$ cat src/rtl/decode_queue.sv
// decode_queue: RV32I decode stage feeding a DEPTH-entry queue of decoded
// instructions. Each entry holds the PC, the raw word and the control bundle.
// Optional feature: define DECODE_M_EXT_EN to decode the M extension
// (funct7 = 0x01). Otherwise those encodings are reported as illegal.
//
// Handshake (both ports): a transfer happens on a rising clk edge where
// valid and ready are both high. valid never waits on ready. in_ready is a
// function of count and flush only, so it has no path from out_ready.
module decode_queue #(
    parameter int DEPTH = 4,
    parameter int PC_W  = 32
) (
    input  logic                    clk,
    input  logic                    rst_n,
    input  logic                    flush,
    input  logic                    in_valid,
    output logic                    in_ready,
    input  logic [31:0]             in_inst,
    input  logic [PC_W-1:0]         in_pc,
    output logic                    out_valid,
    input  logic                    out_ready,
    output logic [PC_W-1:0]         out_pc,
    output logic [31:0]             out_inst,
    output logic [2:0]              out_imm_sel,
    output logic [2:0]              out_cmp_ctrl,
    output logic [3:0]              out_alu_ctrl,
    output logic                    out_is_br,
    output logic                    out_is_jal,
    output logic                    out_is_jalr,
    output logic                    out_alu_src_a,
    output logic                    out_alu_src_b,
    output logic                    out_data_to_reg,
    output logic                    out_reg_write,
    output logic                    out_mem_w,
    output logic                    out_mio,
    output logic                    out_rs1use,
    output logic                    out_rs2use,
    output logic [1:0]              out_hazard_optype,
    output logic                    out_illegal,
    output logic                    out_is_md,
    output logic [2:0]              out_md_op,
    output logic [$clog2(DEPTH):0]  count
);

    localparam int AW = $clog2(DEPTH);
    localparam int CW = AW + 1;

    // Opcodes
    localparam logic [6:0] OP_R     = 7'h33;
    localparam logic [6:0] OP_I     = 7'h13;
    localparam logic [6:0] OP_L     = 7'h03;
    localparam logic [6:0] OP_S     = 7'h23;
    localparam logic [6:0] OP_B     = 7'h63;
    localparam logic [6:0] OP_LUI   = 7'h37;
    localparam logic [6:0] OP_AUIPC = 7'h17;
    localparam logic [6:0] OP_JAL   = 7'h6f;
    localparam logic [6:0] OP_JALR  = 7'h67;

    // Immediate selects
    localparam logic [2:0] IMM_I = 3'b001;
    localparam logic [2:0] IMM_B = 3'b010;
    localparam logic [2:0] IMM_J = 3'b011;
    localparam logic [2:0] IMM_S = 3'b100;
    localparam logic [2:0] IMM_U = 3'b101;

    // Branch comparisons
    localparam logic [2:0] CMP_EQ  = 3'b001;
    localparam logic [2:0] CMP_NE  = 3'b010;
    localparam logic [2:0] CMP_LT  = 3'b011;
    localparam logic [2:0] CMP_LTU = 3'b100;
    localparam logic [2:0] CMP_GE  = 3'b101;
    localparam logic [2:0] CMP_GEU = 3'b110;

    // ALU operations
    localparam logic [3:0] ALU_ADD  = 4'b0001;
    localparam logic [3:0] ALU_SUB  = 4'b0010;
    localparam logic [3:0] ALU_AND  = 4'b0011;
    localparam logic [3:0] ALU_OR   = 4'b0100;
    localparam logic [3:0] ALU_XOR  = 4'b0101;
    localparam logic [3:0] ALU_SLL  = 4'b0110;
    localparam logic [3:0] ALU_SRL  = 4'b0111;
    localparam logic [3:0] ALU_SLT  = 4'b1000;
    localparam logic [3:0] ALU_SLTU = 4'b1001;
    localparam logic [3:0] ALU_SRA  = 4'b1010;
    localparam logic [3:0] ALU_AP4  = 4'b1011;
    localparam logic [3:0] ALU_BOUT = 4'b1100;

    localparam logic [1:0] HZ_ALU   = 2'b01;
    localparam logic [1:0] HZ_LOAD  = 2'b10;
    localparam logic [1:0] HZ_STORE = 2'b11;

    typedef struct packed {
        logic [2:0] imm_sel;
        logic [2:0] cmp_ctrl;
        logic [3:0] alu_ctrl;
        logic       is_br;
        logic       is_jal;
        logic       is_jalr;
        logic       alu_src_a;
        logic       alu_src_b;
        logic       data_to_reg;
        logic       reg_write;
        logic       mem_w;
        logic       mio;
        logic       rs1use;
        logic       rs2use;
        logic [1:0] hazard_optype;
        logic       illegal;
        logic       is_md;
        logic [2:0] md_op;
    } ctrl_t;

    logic [6:0] opcode;
    logic [2:0] f3;
    logic [6:0] f7;
    logic       legal;
    ctrl_t      dec;
    ctrl_t      head;

    logic [PC_W-1:0] pc_mem   [DEPTH];
    logic [31:0]     inst_mem [DEPTH];
    ctrl_t           ctrl_mem [DEPTH];

    logic [AW-1:0] wr_ptr;
    logic [AW-1:0] rd_ptr;
    logic [CW-1:0] cnt_q;
    logic          push;
    logic          pop;

    assign opcode = in_inst[6:0];
    assign f3     = in_inst[14:12];
    assign f7     = in_inst[31:25];

    // Combinational decode of the incoming word; illegal words collapse to a
    // bundle with only the illegal flag set so issue can raise the trap.
    always_comb begin
        dec   = '0;
        legal = 1'b1;
        case (opcode)
            OP_R: begin
                dec.reg_write     = 1'b1;
                dec.rs1use        = 1'b1;
                dec.rs2use        = 1'b1;
                dec.hazard_optype = HZ_ALU;
                if (f7 == 7'h00) begin
                    case (f3)
                        3'b000:  dec.alu_ctrl = ALU_ADD;
                        3'b001:  dec.alu_ctrl = ALU_SLL;
                        3'b010:  dec.alu_ctrl = ALU_SLT;
                        3'b011:  dec.alu_ctrl = ALU_SLTU;
                        3'b100:  dec.alu_ctrl = ALU_XOR;
                        3'b101:  dec.alu_ctrl = ALU_SRL;
                        3'b110:  dec.alu_ctrl = ALU_OR;
                        default: dec.alu_ctrl = ALU_AND;
                    endcase
                end else if (f7 == 7'h20) begin
                    if (f3 == 3'b000)      dec.alu_ctrl = ALU_SUB;
                    else if (f3 == 3'b101) dec.alu_ctrl = ALU_SRA;
                    else                   legal = 1'b0;
                end
`ifdef DECODE_M_EXT_EN
                else if (f7 == 7'h01) begin
                    // Multiply/divide unit takes the op from md_op; ALU idle.
                    dec.is_md    = 1'b1;
                    dec.md_op    = f3;
                    dec.alu_ctrl = 4'b0000;
                end
`endif
                else begin
                    legal = 1'b0;
                end
            end
            OP_I: begin
                dec.imm_sel       = IMM_I;
                dec.alu_src_b     = 1'b1;
                dec.reg_write     = 1'b1;
                dec.rs1use        = 1'b1;
                dec.hazard_optype = HZ_ALU;
                case (f3)
                    3'b000: dec.alu_ctrl = ALU_ADD;
                    3'b010: dec.alu_ctrl = ALU_SLT;
                    3'b011: dec.alu_ctrl = ALU_SLTU;
                    3'b100: dec.alu_ctrl = ALU_XOR;
                    3'b110: dec.alu_ctrl = ALU_OR;
                    3'b111: dec.alu_ctrl = ALU_AND;
                    3'b001: begin
                        dec.alu_ctrl = ALU_SLL;
                        if (f7 != 7'h00) legal = 1'b0;
                    end
                    default: begin
                        if (f7 == 7'h00)      dec.alu_ctrl = ALU_SRL;
                        else if (f7 == 7'h20) dec.alu_ctrl = ALU_SRA;
                        else                  legal = 1'b0;
                    end
                endcase
            end
            OP_L: begin
                dec.imm_sel       = IMM_I;
                dec.alu_ctrl      = ALU_ADD;
                dec.alu_src_b     = 1'b1;
                dec.data_to_reg   = 1'b1;
                dec.reg_write     = 1'b1;
                dec.mio           = 1'b1;
                dec.rs1use        = 1'b1;
                dec.hazard_optype = HZ_LOAD;
                if (f3 == 3'b011 || f3 == 3'b110 || f3 == 3'b111) legal = 1'b0;
            end
            OP_S: begin
                dec.imm_sel       = IMM_S;
                dec.alu_ctrl      = ALU_ADD;
                dec.alu_src_b     = 1'b1;
                dec.mem_w         = 1'b1;
                dec.mio           = 1'b1;
                dec.rs1use        = 1'b1;
                dec.rs2use        = 1'b1;
                dec.hazard_optype = HZ_STORE;
                if (f3 > 3'b010) legal = 1'b0;
            end
            OP_B: begin
                // Branch target and resolution are computed downstream.
                dec.imm_sel = IMM_B;
                dec.is_br   = 1'b1;
                dec.rs1use  = 1'b1;
                dec.rs2use  = 1'b1;
                case (f3)
                    3'b000:  dec.cmp_ctrl = CMP_EQ;
                    3'b001:  dec.cmp_ctrl = CMP_NE;
                    3'b100:  dec.cmp_ctrl = CMP_LT;
                    3'b101:  dec.cmp_ctrl = CMP_GE;
                    3'b110:  dec.cmp_ctrl = CMP_LTU;
                    3'b111:  dec.cmp_ctrl = CMP_GEU;
                    default: legal = 1'b0;
                endcase
            end
            OP_LUI: begin
                dec.imm_sel       = IMM_U;
                dec.alu_ctrl      = ALU_BOUT;
                dec.alu_src_b     = 1'b1;
                dec.reg_write     = 1'b1;
                dec.hazard_optype = HZ_ALU;
            end
            OP_AUIPC: begin
                dec.imm_sel       = IMM_U;
                dec.alu_ctrl      = ALU_ADD;
                dec.alu_src_a     = 1'b1;
                dec.alu_src_b     = 1'b1;
                dec.reg_write     = 1'b1;
                dec.hazard_optype = HZ_ALU;
            end
            OP_JAL: begin
                // Link value is PC+4 through the ALU.
                dec.imm_sel       = IMM_J;
                dec.alu_ctrl      = ALU_AP4;
                dec.is_jal        = 1'b1;
                dec.alu_src_a     = 1'b1;
                dec.reg_write     = 1'b1;
                dec.hazard_optype = HZ_ALU;
            end
            OP_JALR: begin
                dec.imm_sel       = IMM_I;
                dec.alu_ctrl      = ALU_AP4;
                dec.is_jalr       = 1'b1;
                dec.alu_src_a     = 1'b1;
                dec.reg_write     = 1'b1;
                dec.rs1use        = 1'b1;
                dec.hazard_optype = HZ_ALU;
                if (f3 != 3'b000) legal = 1'b0;
            end
            default: legal = 1'b0;
        endcase
        if (!legal) begin
            dec         = '0;
            dec.illegal = 1'b1;
        end
    end

    // No push into a full queue and nothing enters during a flush.
    assign in_ready  = (cnt_q < CW'(DEPTH)) && !flush;
    assign out_valid = (cnt_q != '0);
    assign push      = in_valid && in_ready;
    assign pop       = out_valid && out_ready;
    assign count     = cnt_q;

    // Pointer and occupancy bookkeeping; flush wins over any push/pop.
    always_ff @(posedge clk or negedge rst_n) begin
        if (!rst_n) begin
            wr_ptr <= '0;
            rd_ptr <= '0;
            cnt_q  <= '0;
        end else if (flush) begin
            wr_ptr <= '0;
            rd_ptr <= '0;
            cnt_q  <= '0;
        end else begin
            if (push) wr_ptr <= wr_ptr + AW'(1);
            if (pop)  rd_ptr <= rd_ptr + AW'(1);
            if (push && !pop)      cnt_q <= cnt_q + CW'(1);
            else if (pop && !push) cnt_q <= cnt_q - CW'(1);
        end
    end

    // Entry storage is written at the tail and is deliberately left unreset.
    always_ff @(posedge clk) begin
        if (push) begin
            pc_mem[wr_ptr]   <= in_pc;
            inst_mem[wr_ptr] <= in_inst;
            ctrl_mem[wr_ptr] <= dec;
        end
    end

    // Head presentation; every field reads zero while the queue is empty.
    always_comb begin
        head     = '0;
        out_pc   = '0;
        out_inst = '0;
        if (out_valid) begin
            head     = ctrl_mem[rd_ptr];
            out_pc   = pc_mem[rd_ptr];
            out_inst = inst_mem[rd_ptr];
        end
    end

    assign out_imm_sel       = head.imm_sel;
    assign out_cmp_ctrl      = head.cmp_ctrl;
    assign out_alu_ctrl      = head.alu_ctrl;
    assign out_is_br         = head.is_br;
    assign out_is_jal        = head.is_jal;
    assign out_is_jalr       = head.is_jalr;
    assign out_alu_src_a     = head.alu_src_a;
    assign out_alu_src_b     = head.alu_src_b;
    assign out_data_to_reg   = head.data_to_reg;
    assign out_reg_write     = head.reg_write;
    assign out_mem_w         = head.mem_w;
    assign out_mio           = head.mio;
    assign out_rs1use        = head.rs1use;
    assign out_rs2use        = head.rs2use;
    assign out_hazard_optype = head.hazard_optype;
    assign out_illegal       = head.illegal;
    assign out_is_md         = head.is_md;
    assign out_md_op         = head.md_op;

endmodule

$ cat config.mk
export PLATFORM = sky130hd
export DESIGN_NAME = decode_queue
export DESIGN_NICKNAME = d
export VERILOG_FILES = /design/src/rtl/decode_queue.sv
export SDC_FILE = /design/constraint.sdc
export NUM_CORES = 1
export LEC_CHECK = 0
export ABC_AREA = 1
export BUFFER_PORTS_ARGS = -buffer_cell sky130_fd_sc_hd__buf_2
export CAP_MARGIN = 20
export CELL_PAD_IN_SITES_DETAIL_PLACEMENT = 1
export CELL_PAD_IN_SITES_GLOBAL_PLACEMENT = 2
export CORE_UTILIZATION = 40
export DETAILED_ROUTE_END_ITERATION = 16
export GPL_TIMING_DRIVEN = 0
export PLACE_DENSITY = 0.84
export SYNTH_ARGS = -nofsm -noshare
export SYNTH_HDL_FRONTEND = slang
export SYNTH_SLANG_ARGS = --single-unit
$ cat constraint.sdc
create_clock -name clk -period 10.5 [get_ports clk]
set_input_delay 0.525 -clock clk [delete_from_list [all_inputs] [get_ports clk]]
set_output_delay 0.525 -clock clk [all_outputs]
set_load 0.05 [all_outputs]
======== Word-level counts from Yosys, hierarchy flattened ========
Memories as Yosys holds them, arrays and structs flattened.
Cells that the tools add are included.
storage, ports and cells
  input port bits ......................... 69
  memory bits (read-only) ................. 0
  bits in writable memories ............... 368
  memories ................................ 3
  flip-flop bits (word level) ............. 7
  latch bits .............................. 0
memories
  name      words  bits a word  rd ports  clocked after Yosys merged registers in  write ports  line  RTL
  inst_mem  4      32           1         0                                        1            121   logic [31:0] inst_mem [DEPTH];
  pc_mem    4      32           1         0                                        1            120   logic [PC_W-1:0] pc_mem [DEPTH];
  ctrl_mem  4      28           1         0                                        1            122   ctrl_t ctrl_mem [DEPTH];
operators by class
  $mul .................................... 0
  div/mod/pow operators ................... 0
  reductions and logical operators ........ 32
  magnitude comparators ................... 2
  shift operators ......................... 0
  bitwise logic cells ..................... 0
  eq/ne operators ......................... 17
  add/subtract/negate cells ............... 4
  muxes and demuxes ....................... 50
operators with widths
  cell                count
  $mux 32             2
  $mux 28             2
  $pmux 4 s7          2
  $eq 7x6->1 const B  4
  $mux 1              24
  $mux 4              6
  $reduce_or 6->1     4
  $eq 7x7->1 const B  3
  $pmux 4 s5          1
  $pmux 3 s6          1
  $pmux 3 s5          1
  $reduce_or 3->1     5
  $eq 7x5->1 const B  2
  $eq 3x3->1 const B  4
  $mux 3              4
  $reduce_bool 3->1   3
  $mux 2              4
  $eq 7x2->1 const B  1
  $logic_not 7->1     1
  $pmux 1 s7          1
  $reduce_bool 7->1   1
  $reduce_or 7->1     1
  $eq 3x2->1 const B  2
  $pmux 2 s3          1
  other kinds (14)    25

======== Logic depth before layout (Yosys ltp) ========
  depth in word-level cells ............... 8
  gate-level depth with buffers ........... 10
  gate-level depth less buffers ........... 10

======== Worst setup path before layout ========
OpenSTA, ideal clock, no wires.
  path kind ............................... register to register
  start ................................... reg cnt_q[2], in the netlist count[2]
  end ..................................... mem ctrl_mem[0][10] (netlist bit), enable pin
  required time ........................... 9.964 ns
  data arrival time ....................... 5.385 ns
  period minus slack after synthesis ...... 5.921 ns
  library setup time ...................... 0.536 ns
  cell stages (with the launch flop) ...... 4
  slack ................................... 4.579 ns
  cells stage by stage .................... dfrtp_1 -> nor2_1 -> nand2_1 -> nor2_1
between the ends
  word-level cells in the longest chain between the ends .. 5
RTL lines
  element                       line  RTL
  start, declared               126   logic [CW-1:0] cnt_q;
  start signal, assigned        297   if (push && !pop) cnt_q <= cnt_q + CW'(1);
  start signal, assigned        298   else if (pop && !push) cnt_q <= cnt_q - CW'(1);
  $lt 3x3->1                    278   assign in_ready = (cnt_q < CW'(DEPTH)) && !flush;
  $logic_and 1x1->1             278
  via in_ready                  17    output logic in_ready,
  $logic_and 1x1->1             280   assign push = in_valid && in_ready;
  $mux 1                        304   if (push) begin
  $mux 1 (not written as such)  307   ctrl_mem[wr_ptr] <= dec;
  end, declared                 122
The timed path passes the listed nets, and every way through them passes these cells.

======== Worst setup path after layout ========
  start ................................... reg cnt_q[0], in the netlist count[0]
  end ..................................... out out_pc[11]
between the ends
  word-level cells in the longest chain between the ends .. 2
RTL lines
  element            line  RTL
  $reduce_bool 3->1  279   assign out_valid = (cnt_q != '0);
  $mux 32            316   if (out_valid) begin
  end, declared      22    output logic [PC_W-1:0] out_pc,
Every way passes these cells.

==> results.yml <==
outcome:
  status: "finished, final reports clean"
cts:
  cts_buffers: 39
  clockBufferDepth: 3
  clock_latency_ps: 520
  post_cts_buffers: 0
  cts_tree: "built"
  cts_resized: 0
  cts_root_buffer: "clkbuf_16"
  path_clk_slew_ps: 60
  cts.hold.buffers_added: 1
  cts.sinks: 359
  h-tree-depth: 2
yosys:
  avgSynthCellArea_um2: 11.9
  yosys_warnings: 0
  synth-edff-count: 352
  netlist_area_mm2: 0.0147
  ys.flop_type: "edfxtp_1"
  synth_top_area_share_pct: 71.9
  ys_seq_elements: 359
  syn_inst: 1240
  yosys.area.top_type: "edfxtp_1"
  async_flop_share_pct: 1.95
  netlist_top_cells_area: "edfxtp_1 72%, nor2_1 9.7%, o21ai_0 6.1%"
  synth_cell_types: 30
  synth.top_cells.by_count: "379 x nor2_1, 352 x edfxtp_1, 180 x o21ai_0"
  yosysMostFrequentCell: "nor2_1"
  yosysSeqAreaShare_pct: 73.1
worst_setup_path:
  critPathLaunch: "count[0]$_DFFE_PN0P_"
  cp_max_fo: 10
  r2r_start: "count[2]$_DFFE_PN0P_"
  crit_type: "reg -> out"
  worst-path-stages: 5
  cpLargestDelayFamily: "buffers and inverters"
  cpMaxStageDelayCell: "nor3_2"
  rrSetupSlack_ps: 7830
  cp.arrival_ps: 2980
  crit_path_end_kind: "output pin"
  crit_top_cell: "buf_2"
  crit_buf_inv: 3
  start_kind: "flip-flop"
  cp_cell_sequence: "nor3_2 -> buf_2 -> buf_2 -> a21oi_1 -> buf_2"
  cp.required_ps: 9980
  worstRegToRegCells: 6
  slowest_delay_ps: 880
  reg2reg_to: "inst_mem[2][5]$_DFFE_PP_"
sta:
  fmax_ghz: 0.285
  fin_tns_setup_ps: 0
  slew_viol_final: 0
  min_period_over_period_pct: 33.4
  clock_skew_ps: 15.6
  setup_violations: 0
  rsz0062_at_grt: "false"
  slew-limit-headroom_pct: 26.7
  period_minus_slack_ps: 3510
  hold_violations: 0
  worst_pin_slew_ps: 1090
pwr:
  power_uw: 4880
  vdd_drop_max_mv: 0.128
  powerDensity_mw_per_mm2: 277
  p_leak_uw: 0.00653
floorplan:
  num_rows: 69
  dieArea_mm2: 0.0375
  coreArea_mm2: 0.0358
  die_h_um: 194
  die_x_um: 194
  boundaryPins: 166
  initial_core_util_pct: 41.0
flow_run:
  maxCapViolations: 0
hold_path:
  min-delay-path-class: "in -> reg"
  min_from: "in_pc[14]"
  hold_depth: 1
  min_to: "pc_mem[2][14]$_DFFE_PP_"
cells_and_area:
  fin_nets: 1532
  diodes: 0
  area_growth_pct: 19.9
  drive_above_1_share_pct: 20.2
  multi_input_area_mm2: 0.00351
  seqCellArea_mm2: 0.0107
  fillers: 3788
detailed_routing:
  num_vias: 10200
  vias_per_cell: 5.25
  postRouteAntennaNets: 0
  drtIter0Drc: 739
  drc: 0
  drtPass1Iterations: 5
  wl_um: 41300
  wl_per_cell_um: 21.2
placement:
  numPortBuffers: 161
  gp_congestion: 0.765
  hpwl_um: 27000
global_routing:
  grt_pass1_vias: 10800
  grt_pass1_wl_um: 63500
  grt_use_total_pct: 22.2
  antenna_found_initial: 0
  grt_overflow: 0
  grt_max_degree: 28
[cells by family after synthesis]
kind of cell / count (synthesis) / share of synthesized area (%)
buffers and inverters: 116 / 3.30
other: 1 / 0.0255
AO/OA/AOI/OAI: 283 / 9.71
flip-flops: 359 / 73.1
XOR/XNOR: 1 / 0.0596
adder cells (fa/ha/maj): 5 / 0.477
AND/OR/NAND/NOR: 475 / 13.3
[through the flow]
stage / cells / hold WS (ps) / setup WS, ps / instance area [um2] / utilization [%]
6_report: 1945 / 216 / 6990 / 17600 / 49.2
5_1_grt: 1945 / 202 / 6870 / 17600 / 49.2
4_1_cts: 1945 / 197 / 6980 / 17600 / 49.2
3_5_place_dp: 1877 / 376 / 7560 / 16400 / 45.7
3_3_place_gp: 1865 / 366 / 2100 / 16100 / 44.9
2_1_floorplan: 1243 / 229 / 4580 / 14700 / -
[sequential cells by signal (all words and copies together) (netlist names)]
| signal | count |
|---|---|
| count | 3 |
| ctrl_mem | 96 |
| inst_mem | 128 |
| pc_mem | 128 |
| rd_ptr | 2 |
| wr_ptr | 2 |
[worst max path at each step]
stage | endpoint | slack [ps]
CTS | out_pc[11] | 6980
detailed placement | out_pc[11] | 7560
global route | out_rs1use | 6870
global placement | inst_mem[3][9]$_DFFE_PP_ | 2100
finish | out_pc[11] | 6990
floorplan | ctrl_mem[0][10]$_DFFE_PP_ | 4580
[worst reg2reg max path: cells and delay by family, from the launching register on]
| kind | cells | cell delay [ps] |
|---|---|---|
| simple gates | 3 | 1170 |
| flops | 1 | 410 |
| buf+inv | 3 | 740 |
[report_power, final]
group | internal [uW] | switching, uW | total, uW | leakage [uW]
Combinational | 374 | 1470 | 1850 | 0.00261
Clock | 808 | 535 | 1340 | 0.000608
Sequential | 1660 | 25.0 | 1690 | 0.00330
Total | 2840 | 2030 | 4880 | 0.00653
[cells in the final DEF, fill, tap and decap left out, drive strengths merged, types with 2 or more instances in the layout]
cell type	instances
a21oi	98
edfxtp	352
inv	45
o21ai	182
nand2	49
buf	202
nor2	398
bufinv	4
nand3	19
clkinv	13
nor3	8
clkbuf	91
dfrtp	7
o22ai	2
ha	4
conb	4
[cell type report]
type / instances / share of cell area [%]
clock buffers: 49 / 6.00
inverters: 45 / 0.987
repair buffers: 174 / 6.00
multi-input cells: 768 / 19.9
flip-flops and latches: 359 / 61.0
plain buffers: 71 / 1.76
well taps: 461 / 3.27
clock inverters: 18 / 1.07
[layer usage]
layer | routed length, um | share of wire, % | track usage, % | up-vias
met4 | 772 | 1.9 | 5.60 | 0
li1 | - | - | - | 4758
met2 | 20900 | 51 | 39.2 | 237
met3 | 1670 | 4.1 | 2.75 | 55
met5 | 0 | 0 | 0 | -
met1 | 17900 | 43 | 29.0 | 5165
Note: power is estimated with default switching activity, not from simulation.
